<file path="src/rtl/data_bus_arbiter_pkg.sv">
// Shared definitions for the data-memory bus arbiter: FSM encodings and master indices.
package data_bus_arbiter_pkg;

  typedef enum logic [1:0] {
    IDLE    = 2'd0,
    OWN_M0  = 2'd1,
    OWN_M1  = 2'd2,
    LOCK_M1 = 2'd3
  } bus_state_e;

  localparam logic M_CPU   = 1'b0;
  localparam logic M_STACK = 1'b1;

endpackage

</file>
<file path="src/rtl/data_bus_mux.sv">
// Steers the granted master's transfer onto the data-memory port.
// Purely combinational; everything is forced to zero when nobody holds a grant.
module data_bus_mux #(
  parameter int ADDR_W = 8,
  parameter int DATA_W = 8
) (
  input  logic              m0_grant_i,
  input  logic              m0_wr_i,
  input  logic [ADDR_W-1:0] m0_addr_i,
  input  logic [DATA_W-1:0] m0_wdata_i,
  input  logic              m1_grant_i,
  input  logic              m1_wr_i,
  input  logic [ADDR_W-1:0] m1_addr_i,
  input  logic [DATA_W-1:0] m1_wdata_i,
  input  logic [DATA_W-1:0] mem_rdata_i,
  output logic [ADDR_W-1:0] mem_addr_o,
  output logic              mem_wr_o,
  output logic              mem_rd_o,
  output logic [DATA_W-1:0] mem_wdata_o,
  output logic [DATA_W-1:0] rdata_o
);

  always_comb begin
    mem_addr_o  = '0;
    mem_wr_o    = 1'b0;
    mem_rd_o    = 1'b0;
    mem_wdata_o = '0;
    if (m1_grant_i) begin
      mem_addr_o  = m1_addr_i;
      mem_wr_o    = m1_wr_i;
      mem_rd_o    = ~m1_wr_i;
      mem_wdata_o = m1_wdata_i;
    end else if (m0_grant_i) begin
      mem_addr_o  = m0_addr_i;
      mem_wr_o    = m0_wr_i;
      mem_rd_o    = ~m0_wr_i;
      mem_wdata_o = m0_wdata_i;
    end
  end

  assign rdata_o = mem_rd_o ? mem_rdata_i : '0;

endmodule

</file>
<file path="src/rtl/data_bus_arbiter.sv">
// Two-master data-memory arbiter (CPU datapath vs stack controller) with registered
// one-cycle grants, round-robin priority and a stack lock for multi-transfer sequences.
module data_bus_arbiter
  import data_bus_arbiter_pkg::*;
#(
  parameter int ADDR_W = 8,
  parameter int DATA_W = 8
) (
  input  logic              clk,
  input  logic              rst,
  input  logic              m0_req,
  input  logic              m0_wr,
  input  logic [ADDR_W-1:0] m0_addr,
  input  logic [DATA_W-1:0] m0_wdata,
  output logic              m0_grant,
  input  logic              m1_req,
  input  logic              m1_lock,
  input  logic              m1_wr,
  input  logic [ADDR_W-1:0] m1_addr,
  input  logic [DATA_W-1:0] m1_wdata,
  output logic              m1_grant,
  output logic [ADDR_W-1:0] mem_addr,
  output logic              mem_wr,
  output logic              mem_rd,
  output logic [DATA_W-1:0] mem_wdata,
  input  logic [DATA_W-1:0] mem_rdata,
  output logic [DATA_W-1:0] rdata
);

  bus_state_e state_q, state_d;
  logic       prio_q, prio_d;   // master that wins a simultaneous request
  logic       gnt0_q, gnt0_d;
  logic       gnt1_q, gnt1_d;

  always_ff @(posedge clk) begin
    if (rst) begin
      state_q <= IDLE;
      prio_q  <= M_STACK;
      gnt0_q  <= 1'b0;
      gnt1_q  <= 1'b0;
    end else begin
      state_q <= state_d;
      prio_q  <= prio_d;
      gnt0_q  <= gnt0_d;
      gnt1_q  <= gnt1_d;
    end
  end

  // The lock bit is sampled together with each m1 grant: a transfer requested with
  // m1_lock=0 is the last one of the sequence and releases the bus right after it.
  always_comb begin
    state_d = state_q;
    prio_d  = prio_q;
    gnt0_d  = 1'b0;
    gnt1_d  = 1'b0;
    if (state_q == LOCK_M1) begin
      if (m1_req) begin
        gnt1_d  = 1'b1;
        prio_d  = M_CPU;
        state_d = m1_lock ? LOCK_M1 : OWN_M1;
      end else if (!m1_lock) begin
        state_d = IDLE;
      end
    end else begin
      if (m1_req && (!m0_req || prio_q == M_STACK)) begin
        gnt1_d  = 1'b1;
        prio_d  = M_CPU;
        state_d = m1_lock ? LOCK_M1 : OWN_M1;
      end else if (m0_req) begin
        gnt0_d  = 1'b1;
        prio_d  = M_STACK;
        state_d = OWN_M0;
      end else begin
        state_d = IDLE;
      end
    end
  end

  assign m0_grant = gnt0_q;
  assign m1_grant = gnt1_q;

  data_bus_mux #(
    .ADDR_W(ADDR_W),
    .DATA_W(DATA_W)
  ) u_mux (
    .m0_grant_i (gnt0_q),
    .m0_wr_i    (m0_wr),
    .m0_addr_i  (m0_addr),
    .m0_wdata_i (m0_wdata),
    .m1_grant_i (gnt1_q),
    .m1_wr_i    (m1_wr),
    .m1_addr_i  (m1_addr),
    .m1_wdata_i (m1_wdata),
    .mem_rdata_i(mem_rdata),
    .mem_addr_o (mem_addr),
    .mem_wr_o   (mem_wr),
    .mem_rd_o   (mem_rd),
    .mem_wdata_o(mem_wdata),
    .rdata_o    (rdata)
  );

endmodule

</file>
<file path="config.mk">
export PLATFORM = sky130hd
export DESIGN_NAME = data_bus_arbiter
export DESIGN_NICKNAME = d
export VERILOG_FILES = /design/src/rtl/data_bus_arbiter_pkg.sv /design/src/rtl/data_bus_mux.sv /design/src/rtl/data_bus_arbiter.sv
export SDC_FILE = /design/constraint.sdc
export NUM_CORES = 1
export LEC_CHECK = 0
export CAP_MARGIN = 10
export CORE_MARGIN = 1.5
export CORE_UTILIZATION = 23
export CTS_CLUSTER_SIZE = 25
export DETAILED_ROUTE_END_ITERATION = 7
export PLACE_DENSITY = 0.83
export SYNTH_ARGS = -nofsm -noshare
export SYNTH_HDL_FRONTEND = slang
export SYNTH_HIERARCHICAL = 1
export SYNTH_SLANG_ARGS = --single-unit
</file>
<file path="constraint.sdc">
create_clock -name clk -period 3.2 [get_ports clk]
set_input_delay 0.96 -clock clk [delete_from_list [all_inputs] [get_ports clk]]
set_output_delay 0.96 -clock clk [all_outputs]
set_load 0.03 [all_outputs]
</file>
==> results_dict.tcl <==
set metrics [dict create \
    die_area_mm2 0.00232 \
    rsz0062_at_grt "no" \
    hold_viol_final 0 \
    power.leakage_nw 0.645 \
    viasPerCell 4.56 \
    dpl.hpwl_um 1680 \
    hold_end "prio_q" \
    r2r_setup_slack_ps 2270 \
    slowest_stage "clkdlybuf4s50_1" \
    numCtsBuffers 3 \
    fillerInstances 174 \
    fp.coreArea_mm2 0.00194 \
    synthTopCellsByCount "a22o_1, a21boi_2, nand2_1" \
    syn_nets 103 \
    endpoint_kind "primary output" \
    timing.rr.start "state_q[0]" \
    critical_path.max_stage_delay_ps 410 \
    path_max_fanout 9 \
    n_antenna_cell 0 \
    ys_seq_elements 5 \
    synthCells 56 \
    setup_viol 0 \
    synth_top_area_cell "a22o_1" \
    syn_to_final_growth_pct 168 \
    path_cells "clkdlybuf4s50_1 > nand2b_1 > buf_12 > a21boi_2 > buf_6" \
    syn_avg_cell_area_um2 8.38 \
    grt_max_degree 23 \
    tritoncts "yes" \
    critPathTopFamily "buffers and inverters" \
    gp_congestion 0.690 \
    worstHoldPathCells 1 \
    ys_async_sr_fraction_pct 0 \
    cts_buffer_depth 2 \
    fin_ws_ps 218 \
    swShare_pct 33.4 \
    drc_errors 0 \
    clock_skew_ps 1.43 \
    fmax_ghz 0.335 \
    total_power_uw 318 \
    ys_warn_count 6 \
    clk_latency_ps 240 \
    min_from "prio_q" \
    clk_pin_slew_ps 40 \
    track_usage_pct 16.1 \
    nets 179 \
    dp_slack_ps -20.0 \
    intPower_uw 212 \
    r2r_end "state_q[1]" \
    wl_um 2010 \
    initialDrtViolationCount 7 \
    grt_pass1_wl_um 2650 \
    finalMaxSlewViolations 0 \
    first_pass_iters 3 \
    fin_setup_tns_ps 0 \
    status "finished clean" \
    grt_pass1_vias 634 \
    power.density_mw_per_mm2 253 \
    wire_per_inst_um 12.7 \
    p_seq_share_pct 21.9 \
    io_pins 75 \
    start_util_pct 24.2 \
    hold_buffers 0 \
    grt-ovfl-total 0 \
    die-width_um 48.2 \
    synth.most_common_cell "a22o_1" \
    critical_path_required_ps 2240 \
    final_area_mm2 0.00126 \
    rows 16 \
    pwr-share-comb_pct 55.8 \
    arrival_ps 2020 \
    max-cap-violations 0 \
    detail-route-antenna-nets 0 \
    ys_types 16 \
    finalCriticalPeriod_ps 2980 \
    hp-class "reg2reg" \
    max-slew-margin-rel_pct 67.3 \
    path_class "in2out" \
    layout-drive-gt1-share_pct 23.7 \
    placed_area_mm2 0.00121 \
    htree_levels 1 \
    synth_top_area_share_pct 28.0 \
    path_buf_inv 3 \
    syn_area_um2 469 \
    die_h_um 48.2 \
    grt_antenna_before_repair 0 \
    synth_edf_count 0 \
    setup.worst_path.start_class "input port" \
    period_share_pct 93.2 \
    synth-main-ff-cell "dfxtp_1" \
    synth-seq-area-share_pct 21.3 \
    clkPwrFrac_pct 22.3 \
    p_sw_uw 106 \
    synthTopCellsByArea "a22o_1, dfxtp_1, a21boi_2" \
    worst_slew_pin_slew_ps 490 \
    fin_hold_ws_ps 499 \
    clockRootBuffer "clkbuf_4" \
    cts.sinks 5 \
    num_vias 721 \
    portBuffers 74 \
    worstRegToRegCells 3 \
    ir_drop_uv 229 \
]
-- state kept, by name (all words and copies together), names as in the netlist --
name and flops:
prio_q 1, m0_grant 1, state_q 2, m1_grant 1
-- cell type report --
cell class / instances / area, um2 / share of cell area (%)
flip-flops and latches: 5 / 100 / 7.95
inverters: 1 / 3.75 / 0.298
multi-input cells: 45 / 340 / 27.0
repair buffers: 76 / 754 / 59.9
clock buffers: 4 / 26.3 / 2.09
well taps: 27 / 33.8 / 2.68
-- kinds of logic after synthesis --
family / Yosys count / share of synthesized area (%)
compound gates: 33 / 59.5
simple gates: 12 / 12.5
buf+inv: 6 / 6.67
flops: 5 / 21.3
-- worst register-to-register path: stages, from the launching register on --
cell and delay (ps):
dfxtp_1 300, a21bo_1 210, o21ai_0 200, a21oi_1 100
-- worst max-delay path by stage --
stage | startpoint | end | slack [ps] | cells past startpoint
2_1_floorplan | m0_wr | rdata[0] | 430 | 3
3_5_place_dp | m1_wdata[6] | mem_wdata[6] | -20 | 3
6_report | m1_wr | rdata[0] | 220 | 5
4_1_cts | m1_addr[2] | mem_addr[2] | 8 | 3
5_1_grt | m1_wr | rdata[6] | 150 | 5
3_3_place_gp | m1_wdata[0] | mem_wdata[0] | 20 | 3
-- placed cells by master (no fill, tap or decap), drive strengths merged --
master,Yosys,layout
and2,1,1
clkdlybuf4s50,0,47
dlygate4sd2,0,2
a21o,1,1
a21oi,3,3
nor2,2,2
clkbuf,0,4
o21ai,5,5
a21boi,8,8
buf,5,19
inv,1,1
and2b,1,1
a22o,15,15
nand2,6,6
or3b,1,1
dlymetal6s2s,0,8
a21bo,1,1
nand2b,1,1
dfxtp,5,5
-- timing repair --
item                       4_1_cts  5_1_grt
gates resized for setup          4       11
setup endpoints to repair        3       15
setup buffers                    0        0
pin swaps                        0        1
-- power by group through the flow --
stage	clock [mW]	combinational, mW	sequential [mW]
2_1_floorplan	0	0.0765	0.0734
3_3_place_gp	0	0.176	0.0704
3_5_place_dp	0	0.179	0.0707
4_1_cts	0.0751	0.179	0.0696
5_1_grt	0.0777	0.188	0.0702
6_report	0.0709	0.177	0.0696
-- through the flow --
step                      std cells  util [%]
after detailed placement        155      62.2
after floorplan                  56         -
after global placement          155      62.2
after global routing            158      64.8
final                           158      64.8
after CTS                       159      63.9
-- routing by layer --
metal	wire length, um	track usage, %	up-vias
met5	0	0	-
li1	-	-	363
met1	660	16.3	328
met3	183	2.22	0
met4	0	6.49	0
met2	1170	32.1	30
Note: power is estimated with default switching activity, not from simulation.
